<file path="config.mk">
export PLATFORM = sky130hd
export DESIGN_NAME = q_hidden_layer_mac
export DESIGN_NICKNAME = d
export VERILOG_FILES = /design/src/rtl/q_hidden_layer_mac.sv
export SDC_FILE = /design/constraint.sdc
export NUM_CORES = 2
export LEC_CHECK = 0
export CELL_PAD_IN_SITES_DETAIL_PLACEMENT = 0
export CELL_PAD_IN_SITES_GLOBAL_PLACEMENT = 1
export CORE_UTILIZATION = 52
export CTS_BUF_LIST = sky130_fd_sc_hd__clkbuf_16
export CTS_CLUSTER_DIAMETER = 80
export DETAILED_ROUTE_END_ITERATION = 10
export PLACE_DENSITY_LB_ADDON = 0.3
export SETUP_SLACK_MARGIN = 0.3
export SLEW_MARGIN = 20
export SYNTH_ARGS = -nofsm -noshare
export SYNTH_HDL_FRONTEND = slang
export SYNTH_SLANG_ARGS = --single-unit
</file>
<file path="constraint.sdc">
create_clock -name clk -period 10.7 [get_ports clk]
set_input_delay 1.07 -clock clk [delete_from_list [all_inputs] [get_ports clk]]
set_output_delay 1.07 -clock clk [all_outputs]
set_load 0.01 [all_outputs]
</file>
<file path="src/rtl/q_hidden_layer_mac.sv">
// First fully-connected hidden layer of the DQN forward path: h = ReLU(W*x + b),
// evaluated serially through one shared multiplier, one MAC per cycle.
module q_hidden_layer_mac #(
    parameter int N_HID = 9,
    parameter int DW    = 16,
    parameter int FRAC  = 10,
    parameter int ACC_W = 40
) (
    input  logic                            clk,
    input  logic                            rst_n,
    input  logic                            start,
    input  logic [DW-1:0]                   in_layer_1,
    input  logic [DW-1:0]                   in_layer_2,
    input  logic [DW-1:0]                   in_layer_3,
    input  logic [DW-1:0]                   in_layer_4,
    input  logic [DW-1:0]                   in_layer_5,
    input  logic [DW-1:0]                   in_layer_6,
    input  logic [DW-1:0]                   in_layer_7,
    input  logic [DW-1:0]                   in_layer_8,
    input  logic [DW-1:0]                   in_layer_9,
    input  logic                            w_we,
    input  logic [$clog2(N_HID*9)-1:0]      w_addr,
    input  logic [DW-1:0]                   w_data,
    input  logic                            b_we,
    input  logic [$clog2(N_HID)-1:0]        b_addr,
    input  logic [DW-1:0]                   b_data,
    output logic                            busy,
    output logic                            done,
    output logic [N_HID*DW-1:0]             h_out
);
    localparam int N_IN = 9;
    localparam int N_W  = N_HID * N_IN;
    localparam int WAW  = $clog2(N_W);
    localparam int JW   = $clog2(N_HID);
    localparam logic signed [ACC_W-1:0] Y_MAX = (ACC_W'(1) <<< (DW - 1)) - ACC_W'(1);

    typedef enum logic [1:0] {IDLE, MAC, WB, DONE} state_t;
    state_t state, state_nxt;

    logic signed [DW-1:0]    w_mem [N_W];
    logic signed [DW-1:0]    b_mem [N_HID];
    logic signed [DW-1:0]    x_reg [N_IN];
    logic        [DW-1:0]    h_reg [N_HID];
    logic signed [ACC_W-1:0] acc;
    logic        [3:0]       i;
    logic        [JW-1:0]    j;
    logic        [WAW-1:0]   w_idx;

    logic signed [2*DW-1:0]  prod;
    logic signed [ACC_W-1:0] prod_ext;
    logic signed [ACC_W-1:0] y;
    logic        [DW-1:0]    y_relu;
    logic        [JW-1:0]    j_inc;

    function automatic logic signed [ACC_W-1:0] bias_acc(input logic signed [DW-1:0] b);
        return {{(ACC_W-DW){b[DW-1]}}, b} <<< FRAC;
    endfunction

    // w_idx walks j*9+i linearly, so no address multiplier is needed
    assign prod     = x_reg[i] * w_mem[w_idx];
    assign prod_ext = {{(ACC_W-2*DW){prod[2*DW-1]}}, prod};
    assign y        = acc >>> FRAC;
    assign j_inc    = j + JW'(1);

    always_comb begin
        if (y < 0)          y_relu = '0;
        else if (y > Y_MAX) y_relu = Y_MAX[DW-1:0];
        else                y_relu = y[DW-1:0];
    end

    always_ff @(posedge clk or negedge rst_n) begin
        if (!rst_n) state <= IDLE;
        else        state <= state_nxt;
    end

    always_comb begin
        state_nxt = state;
        case (state)
            IDLE:    if (start) state_nxt = MAC;
            MAC:     if (i == 4'(N_IN - 1)) state_nxt = WB;
            WB:      state_nxt = (j == JW'(N_HID - 1)) ? DONE : MAC;
            DONE:    state_nxt = IDLE;
            default: state_nxt = IDLE;
        endcase
    end

    always_ff @(posedge clk or negedge rst_n) begin
        if (!rst_n) begin
            for (int k = 0; k < N_W; k++)   w_mem[k] <= '0;
            for (int k = 0; k < N_HID; k++) b_mem[k] <= '0;
            for (int k = 0; k < N_HID; k++) h_reg[k] <= '0;
            for (int k = 0; k < N_IN; k++)  x_reg[k] <= '0;
            acc   <= '0;
            i     <= '0;
            j     <= '0;
            w_idx <= '0;
            busy  <= 1'b0;
            done  <= 1'b0;
        end else begin
            done <= 1'b0;
            case (state)
                IDLE: begin
                    // Arrays are writable only here so they stay stable for a whole pass
                    if (w_we && (w_addr < WAW'(N_W)))  w_mem[w_addr] <= w_data;
                    if (b_we && (b_addr < JW'(N_HID))) b_mem[b_addr] <= b_data;
                    if (start) begin
                        x_reg[0] <= in_layer_1;
                        x_reg[1] <= in_layer_2;
                        x_reg[2] <= in_layer_3;
                        x_reg[3] <= in_layer_4;
                        x_reg[4] <= in_layer_5;
                        x_reg[5] <= in_layer_6;
                        x_reg[6] <= in_layer_7;
                        x_reg[7] <= in_layer_8;
                        x_reg[8] <= in_layer_9;
                        acc   <= bias_acc(b_mem[0]);
                        i     <= '0;
                        j     <= '0;
                        w_idx <= '0;
                        busy  <= 1'b1;
                    end
                end
                MAC: begin
                    acc   <= acc + prod_ext;
                    i     <= i + 4'd1;
                    w_idx <= w_idx + WAW'(1);
                end
                WB: begin
                    h_reg[j] <= y_relu;
                    if (j != JW'(N_HID - 1)) begin
                        j   <= j_inc;
                        i   <= '0;
                        acc <= bias_acc(b_mem[j_inc]);
                    end
                end
                DONE: begin
                    done <= 1'b1;
                    busy <= 1'b0;
                end
                default: ;
            endcase
        end
    end

    for (genvar g = 0; g < N_HID; g++) begin : g_hout
        assign h_out[g*DW +: DW] = h_reg[g];
    end
endmodule

</file>
==> results.json <==
{
  "avgSynthCellArea_um2": 14.0,
  "synth-seq-cells": 1787,
  "drive_above_1_share": 0.369,
  "postSynthCellCount": 6542,
  "critPathLaunchType": "flop",
  "grt_max_degree": 192,
  "synth_nets": 7190,
  "max_slew.worst_pin.slew_ns": 1.17,
  "path_delay_family": "adder cells",
  "fin_worst_skew_ns": 0.0499,
  "netlist-cell-type-count": 74,
  "critPathLaunch": "w_idx[0]$_DFFE_PN0P_",
  "slowest_stage": "dfrtp_4",
  "hold_viol": 0,
  "critPathMaxStageDelay_ns": 0.88,
  "die_height_um": 422,
  "via_per_inst": 5.99,
  "overflow": 0,
  "fmax_mhz": 103,
  "clkTransAtPathRegs_ns": 0.06,
  "r2r_cells": 27,
  "htreeDepth": 4,
  "grt_pass1_wl_mm": 373,
  "p_per_area_mw_per_mm2": 222,
  "drc": 0,
  "crit_top_cell": "fa_1",
  "drt-initial-drc-count": 4309,
  "use_met1": 0.402,
  "synth_async_sr_flop_share": 1.00,
  "synth_edf_count": 0,
  "numPortBuffers": 337,
  "first_pass_iters": 7,
  "grt_pass1_vias": 58683,
  "min_period_over_period": 0.905,
  "relSlewSlack": 0.218,
  "fp.dieArea_mm2": 0.178,
  "globalRouteTotalUtil": 0.275,
  "detail-route-antenna-nets": 0,
  "syn_area_mm2": 0.0917,
  "hold_ws_ns": 0.195,
  "synth-seq-area-share": 0.487,
  "cts_hold_buf": 0,
  "cts_resized": 0,
  "final_nets": 7407,
  "numCtsBuffers": 189,
  "initial_core_util": 0.526,
  "cts_tree": "done",
  "cp.arrival_ns": 10.41,
  "cts_setup_buffers": 0,
  "fillers": 13632,
  "die_x_um": 422,
  "outcome": "completed",
  "avgRoutedWirePerCell_um": 26.0,
  "antenna_found_initial": 14,
  "post-place-ws_ns": 1.01,
  "critPathMaxFanout": 31,
  "end_kind": "flop",
  "path_class": "reg -> reg",
  "ir_drop_mv": 0.185,
  "yosys_warnings": 0,
  "pin_count": 338,
  "totalWireLength_mm": 240,
  "cap_violations": 0,
  "root_buffer": "clkbuf_16",
  "core-area_mm2": 0.175,
  "placed_area_mm2": 0.0975,
  "cp_data_required_time_ns": 11.43,
  "insertion_delay_ns": 0.85,
  "largest_reg_flops": 1296,
  "vias": 55320,
  "clkSinkCount": 1787,
  "r2r-start": "w_idx[0]$_DFFE_PN0P_",
  "cp.depth": 27,
  "rsz0062_at_grt": "false",
  "worst_slack_ns": 1.02,
  "final_cell_area_mm2": 0.104,
  "busiest_layer": "met2",
  "grt_use_met3": 0.0474,
  "gp_congestion": 0.899,
  "post-route-min-period_ns": 9.68,
  "fp-row-count": 153,
  "hpwl_mm": 158,
  "holdCritPathClass": "in -> async",
  "p_leak_nw": 50.1,
  "cts_max_path_buffers": 3,
  "crit_buf_inv": 7,
  "setup_violations": 0,
  "ys.flop_type": "dfrtp_1",
  "setup_tns_ns": 0,
  "report.final.slew_viol_count": 0,
  "grtUsageMet2": 0.428,
  "regMostFlops": "w_mem",
  "area_delta_synth_final_pct": 13.1
}
==> kinds of logic (layout without fill, tap and decap cells) <==
family	Yosys count	count (layout)	share of synthesized area
xor+xnor	40	40	0.00382
other cells	0	13	0
buf+inv	886	1249	0.0388
flops	1787	1787	0.487
compound gates	468	468	0.0311
fa+ha+maj	456	456	0.0892
mux	2086	2086	0.311
simple gates	819	819	0.0387
==> layout make-up <==
cell class | count | area (µm²) | area share
clock inverter | 148 | 1300 | 0.0126
antenna | 13 | 32.5 | 0.000314
inverter | 411 | 1540 | 0.0149
clock buffer | 189 | 4730 | 0.0456
sequential | 1787 | 44700 | 0.431
timing repair buffer | 501 | 4800 | 0.0463
tap | 2325 | 2910 | 0.0280
multi-input combinational | 3869 | 43700 | 0.421
==> routing by layer <==
layer	wire length, µm	share of wire
met2	112000	0.47
met5	0	0
met3	14700	0.061
met4	5930	0.025
met1	108000	0.45
==> through the flow <==
| step | power, mW | std cells | utilization |
|---|---|---|---|
| 6_report | 23.0 | 9243 | 0.594 |
| 5_1_grt | 24.3 | 9237 | 0.594 |
| 4_1_cts | 23.1 | 9228 | 0.593 |
| 3_5_place_dp | 16.7 | 8891 | 0.559 |
| 3_3_place_gp | 16.5 | 8891 | 0.559 |
| 2_1_floorplan | 13.8 | 6542 | - |
==> report_power, final <==
group / total (mW) / internal (mW) / switching [mW]
Sequential: 8.51 / 7.79 / 0.723
Clock: 6.42 / 3.63 / 2.79
Combinational: 8.07 / 3.55 / 4.51
==> cell usage after synthesis (27+ instances only) <==
library cell	count	area, µm²
xnor2_1	27	236
fa_1	330	6610
mux2_2	1580	17800
nor3_1	34	170
nor2_1	194	728
ha_1	126	1580
nand3_1	27	135
a21oi_1	88	440
inv_1	408	1530
and2_1	30	188
nand2b_1	43	269
mux4_2	453	10200
mux2i_1	48	480
nand2_1	418	1570
clkbuf_1	343	1290
buf_1	31	116
o21ai_0	195	976
dfrtp_1	1787	44700
buf_2	77	385
==> cells in the final DEF (no fill, tap or decap), types with 189 or more instances in the layout <==
cell and n:
dfrtp_1 1780, mux2_2 1580, mux4_2 453, inv_1 452, nand2_1 399, fa_1 330, clkdlybuf4s50_1 320, o21ai_0 194
nor2_1 189, clkbuf_16 189
==> worst paths after layout <==
path                                          end  slack, ns
setup / recovery              acc[39]$_DFFE_PN0P_       1.02
hold / removal             w_mem[728]$_DFFE_PN0P_       0.19
setup reg to reg              acc[39]$_DFFE_PN0P_       1.02
hold reg to reg             h_out[91]$_DFFE_PN0P_       0.48
max in group asynchronous    x_reg[2]$_DFFE_PN0P_       8.01
min in group clk            h_out[91]$_DFFE_PN0P_       0.48
(Power assumes the default switching activity.)
